`src/rtl/data_mem_arbiter.sv`:
```
// data_mem_arbiter
//   Two-requester round-robin arbiter in front of a single-port data memory
//   with a combinational read path. A grant is a one-cycle pulse in IDLE.
//   The following ACCESS cycle drives the memory from latched request
//   fields. A read returns registered data with an rvalid pulse one cycle
//   later, so the path from gnt to rvalid is two cycles.
//
// Ports
//   CLK, RST                    clock, synchronous active-high reset
//   reqN_valid/we/addr/wdata    requester N request; held stable until gnt
//   reqN_gnt                    one-cycle request-accepted pulse
//   reqN_rvalid/rdata           one-cycle read-return pulse, registered data
//   mem_addr/mem_din/mem_we     to data memory; zero outside ACCESS
//   mem_dout                    from data memory (combinational read)
//   busy                        high while in ACCESS
module data_mem_arbiter (
    input  logic       CLK,
    input  logic       RST,
    input  logic       req0_valid,
    input  logic       req0_we,
    input  logic [7:0] req0_addr,
    input  logic [7:0] req0_wdata,
    output logic       req0_gnt,
    output logic       req0_rvalid,
    output logic [7:0] req0_rdata,
    input  logic       req1_valid,
    input  logic       req1_we,
    input  logic [7:0] req1_addr,
    input  logic [7:0] req1_wdata,
    output logic       req1_gnt,
    output logic       req1_rvalid,
    output logic [7:0] req1_rdata,
    output logic [7:0] mem_addr,
    output logic [7:0] mem_din,
    output logic       mem_we,
    input  logic [7:0] mem_dout,
    output logic       busy
);

    typedef enum logic {IDLE, ACCESS} state_t;

    state_t     state, state_nxt;
    logic       last_served;   // 1: requester 1 was granted most recently
    logic       lat_we;
    logic       lat_owner;
    logic [7:0] lat_addr;
    logic [7:0] lat_wdata;

    // Next state and grants. On a tie, requester 0 wins only when requester 1
    // was served last; RST suppresses any grant in the same cycle.
    always_comb begin
        state_nxt = state;
        req0_gnt  = 1'b0;
        req1_gnt  = 1'b0;
        case (state)
            IDLE: begin
                if (!RST) begin
                    if (req0_valid && (!req1_valid || last_served))
                        req0_gnt = 1'b1;
                    else if (req1_valid)
                        req1_gnt = 1'b1;
                    if (req0_gnt || req1_gnt)
                        state_nxt = ACCESS;
                end
            end
            ACCESS:  state_nxt = IDLE;
            default: state_nxt = IDLE;
        endcase
    end

    // Memory drive. mem_we is gated by RST combinationally so a reset landing
    // in ACCESS aborts the write before the closing edge can commit it.
    always_comb begin
        busy     = (state == ACCESS);
        mem_addr = busy ? lat_addr  : '0;
        mem_din  = busy ? lat_wdata : '0;
        mem_we   = busy && lat_we && !RST;
    end

    always_ff @(posedge CLK) begin
        if (RST) begin
            state       <= IDLE;
            last_served <= 1'b1;
            lat_we      <= 1'b0;
            lat_owner   <= 1'b0;
            lat_addr    <= '0;
            lat_wdata   <= '0;
            req0_rvalid <= 1'b0;
            req1_rvalid <= 1'b0;
            req0_rdata  <= '0;
            req1_rdata  <= '0;
        end else begin
            state       <= state_nxt;
            req0_rvalid <= 1'b0;
            req1_rvalid <= 1'b0;
            if (req0_gnt || req1_gnt) begin
                lat_we      <= req1_gnt ? req1_we    : req0_we;
                lat_addr    <= req1_gnt ? req1_addr  : req0_addr;
                lat_wdata   <= req1_gnt ? req1_wdata : req0_wdata;
                lat_owner   <= req1_gnt;
                last_served <= req1_gnt;
            end
            if (state == ACCESS && !lat_we) begin
                if (lat_owner) begin
                    req1_rdata  <= mem_dout;
                    req1_rvalid <= 1'b1;
                end else begin
                    req0_rdata  <= mem_dout;
                    req0_rvalid <= 1'b1;
                end
            end
        end
    end

endmodule

```
`config.mk`:
```
export PLATFORM = sky130hd
export DESIGN_NAME = data_mem_arbiter
export DESIGN_NICKNAME = d
export VERILOG_FILES = /design/src/rtl/data_mem_arbiter.sv
export SDC_FILE = /design/constraint.sdc
export NUM_CORES = 1
export LEC_CHECK = 0
export ABC_AREA = 1
export ABC_CLOCK_PERIOD_IN_PS = 2600
export CAP_MARGIN = 20
export CORE_AREA = 10 10 88 90
export DETAILED_ROUTE_END_ITERATION = 10
export DIE_AREA = 0 0 98 100
export PLACE_DENSITY = 0.69
export SYNTH_ARGS = -nofsm -noshare
export SYNTH_HDL_FRONTEND = slang
export SYNTH_SLANG_ARGS = --single-unit
export TNS_END_PERCENT = 5
```
`constraint.sdc`:
```
create_clock -name CLK -period 2.6 [get_ports CLK]
set_clock_uncertainty 0.2 [all_clocks]
set_input_delay 0.39 -clock CLK [delete_from_list [all_inputs] [get_ports CLK]]
set_output_delay 0.39 -clock CLK [all_outputs]
set_load 0.01 [all_outputs]
```
==> impl_metrics.json <==
{
  "arrival_ns": 1.87,
  "maxCapViolations": 0,
  "fill_cells": 620,
  "grt_max_degree": 36,
  "htreeDepth": 2,
  "drtIter0Drc": 66,
  "cts.clk_slew.worst_paths_ns": 0.07,
  "core_area_um2": 6132,
  "holdPathEnd": "req0_rdata[0]",
  "clock_sinks": 38,
  "multi_input_area_um2": 948.4,
  "setup_violations": 0,
  "clk-insertion-delay-late_ns": 0.28,
  "grt_use_total_pct": 11.34,
  "fp.dieH_um": 100,
  "vias_per_cell": 4.486,
  "ys_ff_latch": 38,
  "max_slew_margin_pct": 61.19,
  "die_area_um2": 9800,
  "cp-end-kind": "output pin",
  "synthToLayoutAreaGrowth_pct": 46.53,
  "floorplan.initialDensity_pct": 33.20,
  "wl_per_cell_um": 12.63,
  "nets": 421,
  "period_minus_slack_ns": 2.458,
  "ys_types": 23,
  "cts-root-buf": "clkbuf_8",
  "grt_overflow": 0,
  "p_leak_uw": 0.001357,
  "rr_worst_depth": 3,
  "drc": 0,
  "cts_tree": "built",
  "synth_fp_nets": 340,
  "post_cts_resized": 0,
  "worst_pin_slew_ns": 0.5804,
  "crit_path_start_kind": "input port",
  "rsz0062_at_grt": "no",
  "crit_path_max_fanout": 3,
  "placed_cell_area_um2": 2900,
  "io_pins": 84,
  "final_antenna_net_count": 0,
  "r2r_slack_ns": 0.66,
  "netlist_area_um2": 2036,
  "hp-class": "reg2reg",
  "hold_viol_final": 0,
  "grt_pass1_vias": 1995,
  "hold_buffers": 0,
  "timing.rr.end": "req0_rdata[0]",
  "drt_wl_total_um": 5694,
  "die_x_um": 98,
  "avgSynthCellArea_um2": 6.924,
  "num_antenna_cells": 0,
  "antenna_found_initial": 0,
  "portBuffers": 83,
  "register_area_um2": 760.7,
  "crit_type": "in2out",
  "ys_warn_count": 0,
  "ir_worst_vdd_mv": 0.2572,
  "min_from": "req0_rdata[0]",
  "power_uw": 1448,
  "gp_congestion": 0.8227,
  "cts_setup_buffers": 0,
  "firstDrtPassIters": 4,
  "via_count": 2023,
  "timing.rr.start": "busy",
  "rows": 29,
  "post-route-period-util_pct": 94.54,
  "finalMaxSlewViolations": 0,
  "drive_gt1_share_pct": 8.824,
  "outcome": "complete, no violations",
  "power.density_nw_per_um2": 485.3,
  "fin_setup_tns_ns": 0,
  "cts_inserted_buffers": 5,
  "clock_path_buffers": 2,
  "fin_area_um2": 2983,
  "cp.required_ns": 2.01,
  "grt_pass1_wl_um": 9397,
  "synth_cells": 294,
  "max_freq_ghz": 0.4068,
  "seq_area_frac_synth_pct": 37.37,
  "min_path_cells": 2,
  "dp_hpwl_um": 4373
}
==> synth_stat cells <==
cell      instances  area (um^2)
a21oi_1          33        165.2
buf_2             5        25.02
buf_4             1        7.510
buf_6             6        67.56
clkbuf_1          4        15.01
clkinv_2          1        5.000
dfxtp_1          38        760.7
inv_1            53        198.9
inv_2             2        7.510
nand2_1          52        195.2
nand2_2           2        12.51
nand2_4           2        22.52
nand3_1           9        45.04
nand3_2          10        100.1
nand3_4           1        17.52
nand3b_1         17        127.6
nor2_1           37        138.9
nor2_2            1        6.260
nor2_8            1        20.02
nor3_1            1        5.000
o211ai_1          1        7.510
o21ai_0          14        70.07
o21ai_1           3        15.01
==> worst max-delay path: stages <==
cell             delay (ns)
clkdlybuf4s50_1        0.54
nand2_1                0.15
nand2_2                0.09
nand2_1                0.10
inv_1                  0.07
clkdlybuf4s50_1        0.53
==> worst max-delay path by stage <==
stage	startpoint	slack (ns)	to
final	req1_valid	0.14	req1_gnt
after detailed placement	RST	0.16	req0_gnt
after global routing	busy	0.04	mem_addr[0]
after global placement	req1_valid	0.19	req1_gnt
after floorplan	busy	0.99	req1_gnt
after CTS	busy	0.13	req1_gnt
==> placed cells by master, fill, tap and decap left out <==
cell             count
clkdlybuf4s50_1     83
inv_1               53
nand2_1             52
dfxtp_1             38
nor2_1              37
a21oi_1             33
nand3b_1            17
o21ai_0             14
nand3_2             10
nand3_1              9
buf_4                7
clkbuf_8             6
o21ai_1              3
inv_2                2
nand2_4              2
nand2_2              2
clkinv_2             1
nor2_8               1
nor2_2               1
nand3_4              1
nor3_1               1
o211ai_1             1
==> state kept, by name (all words and copies together), names as in the netlist <==
signal	flops
busy	1
last_served	1
lat_addr	8
lat_owner	1
lat_wdata	8
lat_we	1
req0_rdata	8
req0_rvalid	1
req1_rdata	8
req1_rvalid	1
==> layout make-up <==
| class | instances | share of cell area, % |
|---|---|---|
| Clock buffer | 6 | 2.768 |
| Multi-Input combinational cell | 184 | 31.80 |
| Tap cell | 77 | 3.230 |
| Timing Repair Buffer | 90 | 29.61 |
| Inverter | 56 | 7.089 |
| Sequential cell | 38 | 25.50 |
==> where the power goes <==
group / switching, uW / internal [uW] / leakage, uW
Clock: 191 / 204 / 0.0000431
Sequential: 27.5 / 634 / 0.000312
Combinational: 190 / 201 / 0.00100
==> through the flow <==
step | std cells | setup slack (ns) | util, % | hold WS, ns
6_report | 451 | 0.1419 | 48.64 | 0.2461
2_1_floorplan | 294 | 0.9904 | - | 0.2624
4_1_cts | 451 | 0.1328 | 48.64 | 0.2464
3_5_place_dp | 445 | 0.1597 | 47.30 | 0.2365
5_1_grt | 451 | 0.04292 | 48.64 | 0.2612
3_3_place_gp | 445 | 0.1876 | 47.30 | 0.2321
==> per-layer routing <==
layer	global-route usage, %	vias to the layer above	share of wire (%)
li1	-	1069	-
met1	12.74	881	44
met2	19.54	66	47
met3	3.777	7	6.8
met4	4.139	0	1.9
met5	0	-	0
==> cell families (layout without fill, tap and decap cells) <==
group	Yosys count	in the layout	synth area share, %
buf+inv	72	152	16.04
compound gates	51	51	12.66
flops	38	38	37.37
simple gates	133	133	33.93
Power figures use the tool's default switching activity.
